[config.mk]
export PLATFORM = sky130hd
export DESIGN_NAME = charlieplex_scanner
export DESIGN_NICKNAME = d
export VERILOG_FILES = /design/src/rtl/charlieplex_pkg.sv /design/src/rtl/charlieplex_slot_timer.sv /design/src/rtl/charlieplex_scanner.sv
export SDC_FILE = /design/constraint.sdc
export NUM_CORES = 1
export LEC_CHECK = 0
export CAP_MARGIN = 10
export CORE_MARGIN = 2
export CORE_UTILIZATION = 35
export CTS_CLUSTER_SIZE = 25
export DETAILED_ROUTE_END_ITERATION = 7
export MAX_ROUTING_LAYER = met4
export SLEW_MARGIN = 20
export SYNTH_ARGS = -nofsm -noshare
export SYNTH_HDL_FRONTEND = slang
export SYNTH_HIERARCHICAL = 1
export SYNTH_SLANG_ARGS = --single-unit
[constraint.sdc]
create_clock -name clk -period 3.5 [get_ports clk]
set_input_delay 0.35 -clock clk [delete_from_list [all_inputs] [get_ports clk]]
set_output_delay 0.35 -clock clk [all_outputs]
set_load 0.01 [all_outputs]
[src/rtl/charlieplex_pkg.sv]
// Shared definitions for charlieplexed LED drivers: scan phase type and
// sizing helpers that derive LED count and index width from the pin count.
package charlieplex_pkg;

  // Scan phase within one LED slot.
  typedef enum logic {
    PH_BLANK = 1'b0,
    PH_LIT   = 1'b1
  } phase_t;

  // Number of LEDs addressable with a given number of charlieplex pins.
  function automatic int ledcount(input int pincount);
    return pincount * (pincount - 1);
  endfunction

  // Width of an LED index for a given pin count (at least one bit).
  function automatic int indexbits(input int pincount);
    int n;
    n = ledcount(pincount);
    return (n > 1) ? $clog2(n) : 1;
  endfunction

endpackage

[src/rtl/charlieplex_slot_timer.sv]
// Slot timer for the charlieplex scanner. Counts the cycles of one LED slot
// (BLANK dark cycles followed by DWELL lit cycles) and tracks the phase as a
// two-state machine. Reports the phase of the coming cycle, the last cycle
// of the slot, and the last cycle of the frame (slot end on the final LED).
module charlieplex_slot_timer
  import charlieplex_pkg::*;
#(
  parameter int LEDCOUNT  = 12,
  parameter int INDEXBITS = 4,
  parameter int DWELL     = 64,
  parameter int BLANK     = 2
) (
  input  logic                 clk,
  input  logic                 rst,
  input  logic [INDEXBITS-1:0] led_index,
  output phase_t               phase_next,
  output logic                 slot_end,
  output logic                 frame_wrap
);

  localparam int SLOT = BLANK + DWELL;
  localparam int CW   = (SLOT > 1) ? $clog2(SLOT) : 1;

  localparam logic [CW-1:0]        BLANK_LAST = CW'(BLANK - 1);
  localparam logic [CW-1:0]        SLOT_LAST  = CW'(SLOT - 1);
  localparam logic [INDEXBITS-1:0] LED_LAST   = INDEXBITS'(LEDCOUNT - 1);

  logic [CW-1:0] cnt;
  logic [CW-1:0] cnt_next;
  phase_t        phase;

  // Next-state decode: BLANK hands over to LIT after the last dark cycle,
  // LIT returns to BLANK and restarts the count at the end of the slot.
  always_comb begin
    cnt_next   = cnt + CW'(1);
    phase_next = phase;
    slot_end   = 1'b0;
    unique case (phase)
      PH_BLANK: begin
        if (cnt == BLANK_LAST) begin
          phase_next = PH_LIT;
        end
      end
      PH_LIT: begin
        if (cnt == SLOT_LAST) begin
          slot_end   = 1'b1;
          cnt_next   = '0;
          phase_next = PH_BLANK;
        end
      end
      default: begin
        phase_next = PH_BLANK;
      end
    endcase
  end

  assign frame_wrap = slot_end && (led_index == LED_LAST);

  // Slot counter and phase register; reset aborts the current slot.
  always_ff @(posedge clk) begin
    if (rst) begin
      cnt   <= '0;
      phase <= PH_BLANK;
    end else begin
      cnt   <= cnt_next;
      phase <= phase_next;
    end
  end

endmodule

[src/rtl/charlieplex_scanner.sv]
// Charlieplex scanner: steps through every LED index in fixed-length slots
// and lights the selected LED during the lit part of its slot when the
// active frame bit is set. New frames are taken into a pending buffer via a
// valid/ready handshake and promoted to the active frame only at frame wrap,
// so a frame is never torn mid-scan. All outputs are registered; their next
// values are computed from the next-cycle state so that each output cycle
// reflects the slot position of that same cycle.
module charlieplex_scanner
  import charlieplex_pkg::*;
#(
  parameter int PINCOUNT = 4,
  parameter int DWELL    = 64,
  parameter int BLANK    = 2,
  localparam int LEDCOUNT  = ledcount(PINCOUNT),
  localparam int INDEXBITS = indexbits(PINCOUNT)
) (
  input  logic                 clk,
  input  logic                 rst,
  input  logic                 enable,
  input  logic [LEDCOUNT-1:0]  frame_in,
  input  logic                 frame_valid,
  output logic                 frame_ready,
  output logic [INDEXBITS-1:0] led_index,
  output logic                 led_enable,
  output logic                 frame_done
);

  phase_t              phase_next;
  logic                slot_end;
  logic                frame_wrap;

  logic [LEDCOUNT-1:0] active;
  logic [LEDCOUNT-1:0] active_next;
  logic [LEDCOUNT-1:0] pending;
  logic                accept;
  logic                swap;
  logic [INDEXBITS-1:0] index_next;

  charlieplex_slot_timer #(
    .LEDCOUNT  (LEDCOUNT),
    .INDEXBITS (INDEXBITS),
    .DWELL     (DWELL),
    .BLANK     (BLANK)
  ) u_slot_timer (
    .clk        (clk),
    .rst        (rst),
    .led_index  (led_index),
    .phase_next (phase_next),
    .slot_end   (slot_end),
    .frame_wrap (frame_wrap)
  );

  // Next index and next active frame. Accept and swap are mutually
  // exclusive: accepting needs an empty pending buffer, swapping a full one.
  always_comb begin
    accept      = frame_valid && frame_ready;
    swap        = frame_wrap && !frame_ready;
    active_next = active;
    index_next  = led_index;
    if (swap) begin
      active_next = pending;
    end
    if (slot_end) begin
      index_next = frame_wrap ? '0 : led_index + INDEXBITS'(1);
    end
  end

  // Control and output registers: index, active frame, handshake flag and
  // the registered LED drive, frame pulse.
  always_ff @(posedge clk) begin
    if (rst) begin
      led_index   <= '0;
      led_enable  <= 1'b0;
      frame_done  <= 1'b0;
      frame_ready <= 1'b1;
      active      <= '0;
    end else begin
      led_index   <= index_next;
      active      <= active_next;
      led_enable  <= (phase_next == PH_LIT) && active_next[index_next] && enable;
      frame_done  <= frame_wrap;
      if (accept) begin
        frame_ready <= 1'b0;
      end else if (swap) begin
        frame_ready <= 1'b1;
      end
    end
  end

  // Pending frame storage; its contents only matter while frame_ready is low.
  always_ff @(posedge clk) begin
    if (accept) begin
      pending <= frame_in;
    end
  end

endmodule

==> Yosys cells after proc, flatten, opt, wreduce, memory -nomap -nowiden <==
Index checks and enable logic that the tools add are counted.
Widths: inputs -> output; s select.
{ "op_classes": {"add_sub_neg": 2, "order_cmp": 1, "eq_ne": 3, "mux": 14, "bitwise_logic": 1, "n_reduce_logical": 7} }
{ "ops": {"columns": ["operator", "count"], "rows": [
  ["$mux 7", 2],
  ["$mux 12", 1],
  ["$mux 4", 2],
  ["$add 7x1->7 const B", 1],
  ["$eq 7x1->1 const B", 1],
  ["$eq 7x7->1 const B", 1],
  ["$mux 1", 7],
  ["$logic_and 1x1->1", 5],
  ["$lt 4x5->1 const B", 1],
  ["$add 4x1->4 const B", 1],
  ["$bmux 1 s4", 1],
  ["$eq 4x4->1 const B", 1],
  ["$pmux 1 s2", 1],
  ["$reduce_bool 2->1", 1],
  ["$logic_not 1->1", 1],
  ["$not 1->1", 1]
]} }
{ "word_totals": {"reg_bits": 39, "inputBits": 16, "out_inout_bits": 7, "elab_cells": 36} }

==> Longest topological paths before layout <==
{ "logic_depth": {"depth_word": 10, "depth_mapped": 11, "ltp_nobuf": 10} }

==> Hierarchy <==
Netlist, hierarchy kept.
{ "modules_own_cells": {"columns": ["module", "n_inst", "cells_per_inst", "area_each_um2", "seq_area_each_um2"], "rows": [
  ["charlieplex_scanner", 1, 143, 1423.9, 740.7],
  ["charlieplex_slot_timer", 1, 43, 396.6, 160.2]
]} }

==> Worst setup path after synthesis <==
Ideal clock, no wire load.
{ "synth_path": {"path_type": "register to register", "startpoint": "reg u_slot_timer.cnt[0]", "endpoint": "reg led_enable", "setup_time_ns": 0.129, "t_arrival_ns": 2.378, "required_time_ns": 3.371, "setup_slack_ns": 0.993, "path_stages_with_launch": 11, "n_path_buf": 1, "period_less_slack_ns": 2.507, "path_cell_list": "dfxtp_1 -> ha_1 -> or4b_4 -> nor4_2 -> and4_1 -> nand2b_1 -> buf_2 -> o221ai_1 -> nor2_1 -> a2111oi_2 -> o211ai_2"} }
{ "synth_via": {"elab_chain_cells": 10, "word_cells_on_any_way": 16, "cone_classes": "2 x eq/ne; 10 x mux; 4 x reduce/logical"} }
{ "synth_rtl": {"columns": ["element", "line_no", "text"], "rows": [
  ["start: declaration", "charlieplex_slot_timer.sv:28", "logic [CW-1:0] cnt;"],
  ["start signal: assignment", "charlieplex_slot_timer.sv:65", "cnt <= cnt_next;"],
  ["$eq 7x7->1 (*)", "charlieplex_slot_timer.sv:45", "if (cnt == SLOT_LAST) begin"],
  ["$mux 1 (*)", "charlieplex_slot_timer.sv:45", null],
  ["$mux 1 (*)", "charlieplex_slot_timer.sv:38", "unique case (phase)"],
  ["named net slot_end", "charlieplex_scanner.sv:29", "logic slot_end;"],
  ["$logic_and 1x1->1 (*)", "charlieplex_slot_timer.sv:57", "assign frame_wrap = slot_end && (led_index == LED_LAST);"],
  ["named net frame_wrap", "charlieplex_scanner.sv:30", "logic frame_wrap;"],
  ["$mux 4 or $logic_and 1x1->1 (tied branches)", "charlieplex_scanner.sv:64, charlieplex_scanner.sv:57", null],
  ["$mux 4 or $mux 12 (tied branches)", "charlieplex_scanner.sv:63, charlieplex_scanner.sv:60", null],
  ["$bmux 1 s4 (*)", "charlieplex_scanner.sv:80", "led_enable <= (phase_next == PH_LIT) && active_next[index_next] && enable;"],
  ["$mux 1 (implied by the code) (*)", "charlieplex_scanner.sv:80", null],
  ["$logic_and 1x1->1 (*) (2 in series)", "charlieplex_scanner.sv:80", null],
  ["end signal: assignment", "charlieplex_scanner.sv:80", null],
  ["end: declaration", "charlieplex_scanner.sv:24", "output logic led_enable,"]
]} }
Mark *: on every way through the listed nets, which the timed path passes. The rest lies on a longest branch. The select of a mux whose other input is x is not followed.
A chain may end at the register's enable or synchronous reset.

==> Worst setup path after layout <==
Ends and elaborated chain as after synthesis.

==> results.cfg <==
[die]
dieArea_um2 = 5790
io-pin-count = 23
core_footprint_um2 = 5070
die_height_um = 76.1
core.rowCount = 26
initial_utilization = 0.359
die-width_um = 76.1

[critical_path]
worstReg2RegStart = u_slot_timer/cnt[0]
regToRegEndpoint = led_enable
crit_chain = ha_1 > or4b_4 > nor4_2 > buf_4 > and4_1 > buf_4 > and3b_1 > a211oi_1 > o221ai_1 > nand4_1 > o211ai_2
cp.arrival_ns = 2.95
worst-r2r-cell-count = 11
critPathMaxFanout = 15
max_stage_delay_ns = 0.50
cp_slowest_cell = sky130_fd_sc_hd__or4b_4
timing.critical_path.from_type = register
worst-r2r-setup-slack_ns = 0.72
worst_ep_required_time_ns = 3.67
type_of_the_worst_setup_path = register to register
crit_path_frequent_cell = sky130_fd_sc_hd__buf_4
cp_capture_type = register

[drt]
avgViaCountPerCell = 4.95
antenna_violating_nets_post_route = 0
drt_drc_violations_left = 0
route.detailed.wl_per_inst_um = 12.7
routed_wl_um = 3580
dr.pass1.iters = 4
detail_route.iter0.violations = 83
num_vias = 1390

[timing]
timing_hold_violations_final = 0
worstMarginPinSlew_ns = 0.758
layout_worst_path_cycle_share = 0.794
maxSlewViolCount = 0
min_period_ns = 2.78
setup_violators_final = 0
relSlewSlack = 0.493
rsz0062_at_grt = no
fmax_mhz = 360
hold-worst-slack_ns = 0.457
final.setup_skew_ns = 0.00392
fin_tns_setup_ns = 0

[global_route]
grt_use_met1 = 0.165
pin_count_of_the_biggest_net_entering_global_routing = 23
grt_max_usage_layer = met2
grt_remaining_overflow = 0
grt_util_all_layers = 0.135
global_route.usage.met2 = 0.202
grt_use_met3 = 0.0415
grt_pass1_vias = 1301
antenna_violations_before_repair = 0
grt_pass1_wl_um = 6050

[logic_synthesis]
synth_fp_nets = 205
synth.ff_latch_count = 39
post_synth_instance_area_um2 = 1820
synth_flop_cell = sky130_fd_sc_hd__dfxtp_1
syn_inst = 186
ys_async_sr_fraction = 0
synth_cell_type_count = 44
yosysWarningCount = 6
avgSynthCellArea_um2 = 9.79
ys_seq_area_frac = 0.495
number_of_synthesized_flops_with_an_enable_pin = 12

[worst_hold_path]
hold_class = register to register
worst_hold_path.num_cells = 2
hold_path_end = active[7]
min_from = active[7]

[power]
power.total_uw = 928
power.static_leakage_nw = 0.750
worst_vdd_rail_ir_drop_mv = 0.143
power_per_cell_area_nw_per_um2 = 419

[cells_and_area]
final_common_cell = sky130_fd_sc_hd__nand2_1
layout_common_cells = sky130_fd_sc_hd__nand2_1 (28), sky130_fd_sc_hd__dfxtp_1 (27), sky130_fd_sc_hd__a21oi_1 (22), sky130_fd_sc_hd__clkdlybuf4s50_1 (22)
design.final.nets = 229
area_growth_from_synthesis_to_layout_pct = 21.6
antennaDiodeCount = 0
fraction_of_final_layout_cells_sized_beyond_drive_strength_1 = 0.0948

[clock_tree]
clk_pin_slew_ns = 0.07
cts_tree = built
count_of_hold_buffers_inserted_by_post_cts_repair = 0
clk_path_buf_depth = 2
htree_num_levels = 2
cts.sinks = 39
cts-buffers-inserted = 5
setup_buffers_after_cts = 0
clkLatencyLatePin_ns = 0.29
ctsResizeCount = 0
cts-root-buf = sky130_fd_sc_hd__clkbuf_8

[flow_run]
cap_viol_max_count = 0

[placement]
gp_congestion = 0.838
detailed_place_hpwl_um = 2470
port-buffer-count = 22

[run_status]
status = completed
==> through the flow <==
| step | utilization | setup WS [ns] | instance area [um2] | cells |
|---|---|---|---|---|
| 4_1_cts | 0.436 | 0.712 | 2210 | 281 |
| 3_5_place_dp | 0.415 | 0.740 | 2110 | 273 |
| 5_1_grt | 0.436 | 0.501 | 2210 | 281 |
| 2_1_floorplan | - | 0.993 | 1820 | 186 |
| 6_report | 0.436 | 0.721 | 2210 | 281 |
| 3_3_place_gp | 0.415 | 0.796 | 2110 | 273 |
==> cell families after synthesis <==
logic type               count (synthesis)  synth area share
buffers and inverters                   20            0.0515
AO/OA/AOI/OAI                           49             0.204
adder cells (fa/ha/maj)                  3            0.0206
AND/OR/NAND/NOR                         70             0.204
XOR/XNOR                                 4            0.0192
multiplexers                             1           0.00550
flip-flops                              39             0.495
==> where the power goes <==
group          total (mW)  switching, mW  internal, mW
Combinational      0.0691         0.0319        0.0372
Sequential          0.497         0.0135         0.484
Clock               0.361          0.153         0.209
Total               0.928          0.198         0.730
==> metal layers <==
metal,vias up,share of wire
met5,-,0
met4,0,0.017
met3,5,0.051
met1,637,0.48
met2,32,0.45
li1,716,-
==> flip-flops by register name (all words and copies together) (netlist names) <==
name	flops
pending	12
active	12
frame_done	1
u_slot_timer/cnt	7
led_enable	1
led_index	4
frame_ready	1
u_slot_timer/phase	1
==> Yosys cell counts, drive strengths merged, types with 3 or more instances <==
cell     instances  share of area
a21oi           22          0.060
edfxtp          12           0.20
buf              6          0.023
inv             11          0.023
a211oi           3          0.015
a2bb2oi          3          0.014
o221ai          11          0.056
dfxtp           27           0.30
nor2b            6          0.021
ha               3          0.021
nor2            12          0.025
clkbuf           3         0.0062
nand2b           4          0.018
nand2           28          0.058
nand3b           3          0.012
nand3            4          0.011
==> worst max-delay path by stage <==
stage,start,end,slack (ns),cells past startpoint
2_1_floorplan,u_slot_timer/cnt[0],led_enable,0.99,10
3_3_place_gp,u_slot_timer/cnt[0],led_enable,0.80,11
3_5_place_dp,u_slot_timer/cnt[0],led_enable,0.74,11
4_1_cts,u_slot_timer/cnt[0],led_enable,0.71,11
5_1_grt,u_slot_timer/cnt[0],led_enable,0.50,11
6_report,u_slot_timer/cnt[0],led_enable,0.72,11
==> worst max-delay path: cells and delay by family (launching register included) <==
family	cells	cell delay (ns)
buffers and inverters	2	0.41
adders and majority gates	1	0.15
AOI/OAI and AO/OA	3	0.45
DFF	1	0.38
and+or+nand+nor	5	1.26
==> cell type report <==
cell class | count | area (um2)
sequential | 39 | 901
timing repair buffer | 26 | 250
tap | 70 | 87.6
clock buffer | 5 | 68.8
clock inverter | 3 | 38.8
multi-input combinational | 127 | 826
inverter | 11 | 41.3
fill | 495 | 2860
(Power assumes the default switching activity.)
==> patch, RTL diff (same settings) <==
`BLANK` is set to 2 in 2 places; all go to 1.
--- a/src/rtl/charlieplex_slot_timer.sv
+++ b/src/rtl/charlieplex_slot_timer.sv
@@ -9,5 +9,5 @@
   parameter int INDEXBITS = 4,
   parameter int DWELL     = 64,
-  parameter int BLANK     = 2
+  parameter int BLANK     = 1
 ) (
   input  logic                 clk,
--- a/src/rtl/charlieplex_scanner.sv
+++ b/src/rtl/charlieplex_scanner.sv
@@ -11,5 +11,5 @@
   parameter int PINCOUNT = 4,
   parameter int DWELL    = 64,
-  parameter int BLANK    = 2,
+  parameter int BLANK    = 1,
   localparam int LEDCOUNT  = ledcount(PINCOUNT),
   localparam int INDEXBITS = indexbits(PINCOUNT)
Function: no difference found for any inputs over 10 cycles, from zero or initial values and one cycle with rst high; that may be too few to reach the edited logic, so the function may still have changed.
==> patch against the original RTL <==
Wire length rose by 2.4%; synthesized area shrank 0.76%; worst setup slack worse by 96 ps; combinational power increased by 5.5%; final area decreased by 2.1%; sequential cell count unchanged; power shrank 7.1%; critical path type unchanged; critical endpoint unchanged; largest cell class unchanged; largest power group unchanged; highest routed layer unchanged.
==> patch: results <==
run_status:
  status: "complete, no violations"
critical_path:
  slowest_delay_ps: 420
  crit_family: "simple AND/OR/NAND/NOR gates"
  reg2reg_depth: 10
  path_max_fanout: 10
  critical-path-slowest-cell: "and3_1"
  cp.arrival_ps: 3050
routing:
  routed_wl_microns: 3665
  wl_met2_microns: 1651
  drt-met1-wl_microns: 1844
  dr_wl_met3_microns: 126
  via_per_inst: 5.089
  drt_pre_antenna_iters: 6
  wl_per_cell_microns: 13.04
  drt_iter0_drc: 45
global_route:
  globalRouteTotalUtil_pct: 14.73
  grt_pass1_vias: 1310
  grt_max_degree: 24
  antenna_found_initial: 0
  grt_pass1_wl_microns: 6154
min_path:
  min_path_type: "reg2reg"
  whs_path_depth: 2
sta:
  skew_ps: 2.582
  tightestPinTransition_ps: 817.0
placed_design:
  gp_congestion: 0.8318
  placed_area_sq_mm: 0.002085
  dp_hpwl_microns: 2567
final_layout:
  drive_gt1_share_pct: 7.583
  top_regs: "active x12, pending x12, u_slot_timer/cnt x7"
  nFillCells: 505
power:
  peakVddDrop_mv: 0.1849
  intPower_w: 0.0006637
  p_leak_nw: 0.7344
clocking:
  cts_made_buffers: 5
  clockBufferDepth: 2
  cts_post_setup_buffers_inserted: 0
  root_buffer: "clkbuf_8"
  htree_levels: 2
synthesis:
  synth.distinct_cells: 43
  netlist_instances: 187
  syn_nets: 206
  synth_ff_type: "dfxtp_1"
  synthArstFlopShare_pct: 0
  seq_area_frac_synth_pct: 49.86
  ys_top_cells_by_count: "dfxtp_1, nand2_1, a21oi_1"
  synthTopCellsByArea: "dfxtp_1, edfxtp_1, a21oi_1, nand2_1, o221ai_1"
## patch: cells by family after synthesis
group	share of synthesized area (%)
compound gates	19.53
xor+xnor	1.939
fa+ha+maj	2.078
buf+inv	4.986
flops	49.86
mux	0.5540
simple gates	21.05
## patch: power by group through the flow
stage	sequential, W	combinational, W	clock [W]
2_1_floorplan	0.000505	0.0000397	0
3_3_place_gp	0.000508	0.0000727	0
3_5_place_dp	0.000508	0.0000733	0
4_1_cts	0.000498	0.0000737	0.000301
5_1_grt	0.000501	0.0000811	0.000319
6_report	0.000498	0.0000729	0.000291
## patch: final timing paths
check | startpoint | endpoint | slack [ps]
worst max register to register | u_slot_timer/cnt[0] | led_enable | 620
worst min register to register | active[11] | active[11] | 460
worst min-delay path | active[11] | active[11] | 460
worst max-delay path | u_slot_timer/cnt[0] | led_enable | 620
## patch: worst register-to-register path: stages (launching register included)
cell       delay, ps
dfxtp_1          340
inv_1             60
ha_1             140
nor4b_1          380
and3_1           420
and4_1           360
nand2b_1         260
o221ai_1         240
nor2_1            70
a2111oi_2        360
o211ai_2         120
## patch: cell type report
class                      count  area, sq um  share of cell area, %
tap                           70        87.58                  4.044
clock inverter                 1        5.005                 0.2311
clock buffer                   7        76.32                  3.524
multi-input combinational    129        815.8                  37.67
sequential                    39        900.9                  41.59
inverter                      10        37.54                  1.733
timing repair buffer          25        242.7                  11.21
## patch: per-layer routing
metal	global-route usage [%]	up-vias
met5	-	-
met4	5.263	0
met3	3.968	4
met2	21.84	20
met1	19.28	687
li1	-	719
## patch: per-stage QoR
step                      utilization, %  setup slack (ps)
after floorplan                        -              1179
after CTS                          42.95             648.9
after global routing               42.95             310.2
after global placement             41.34             805.1
after detailed placement           41.34             669.0
final                              42.95             624.8
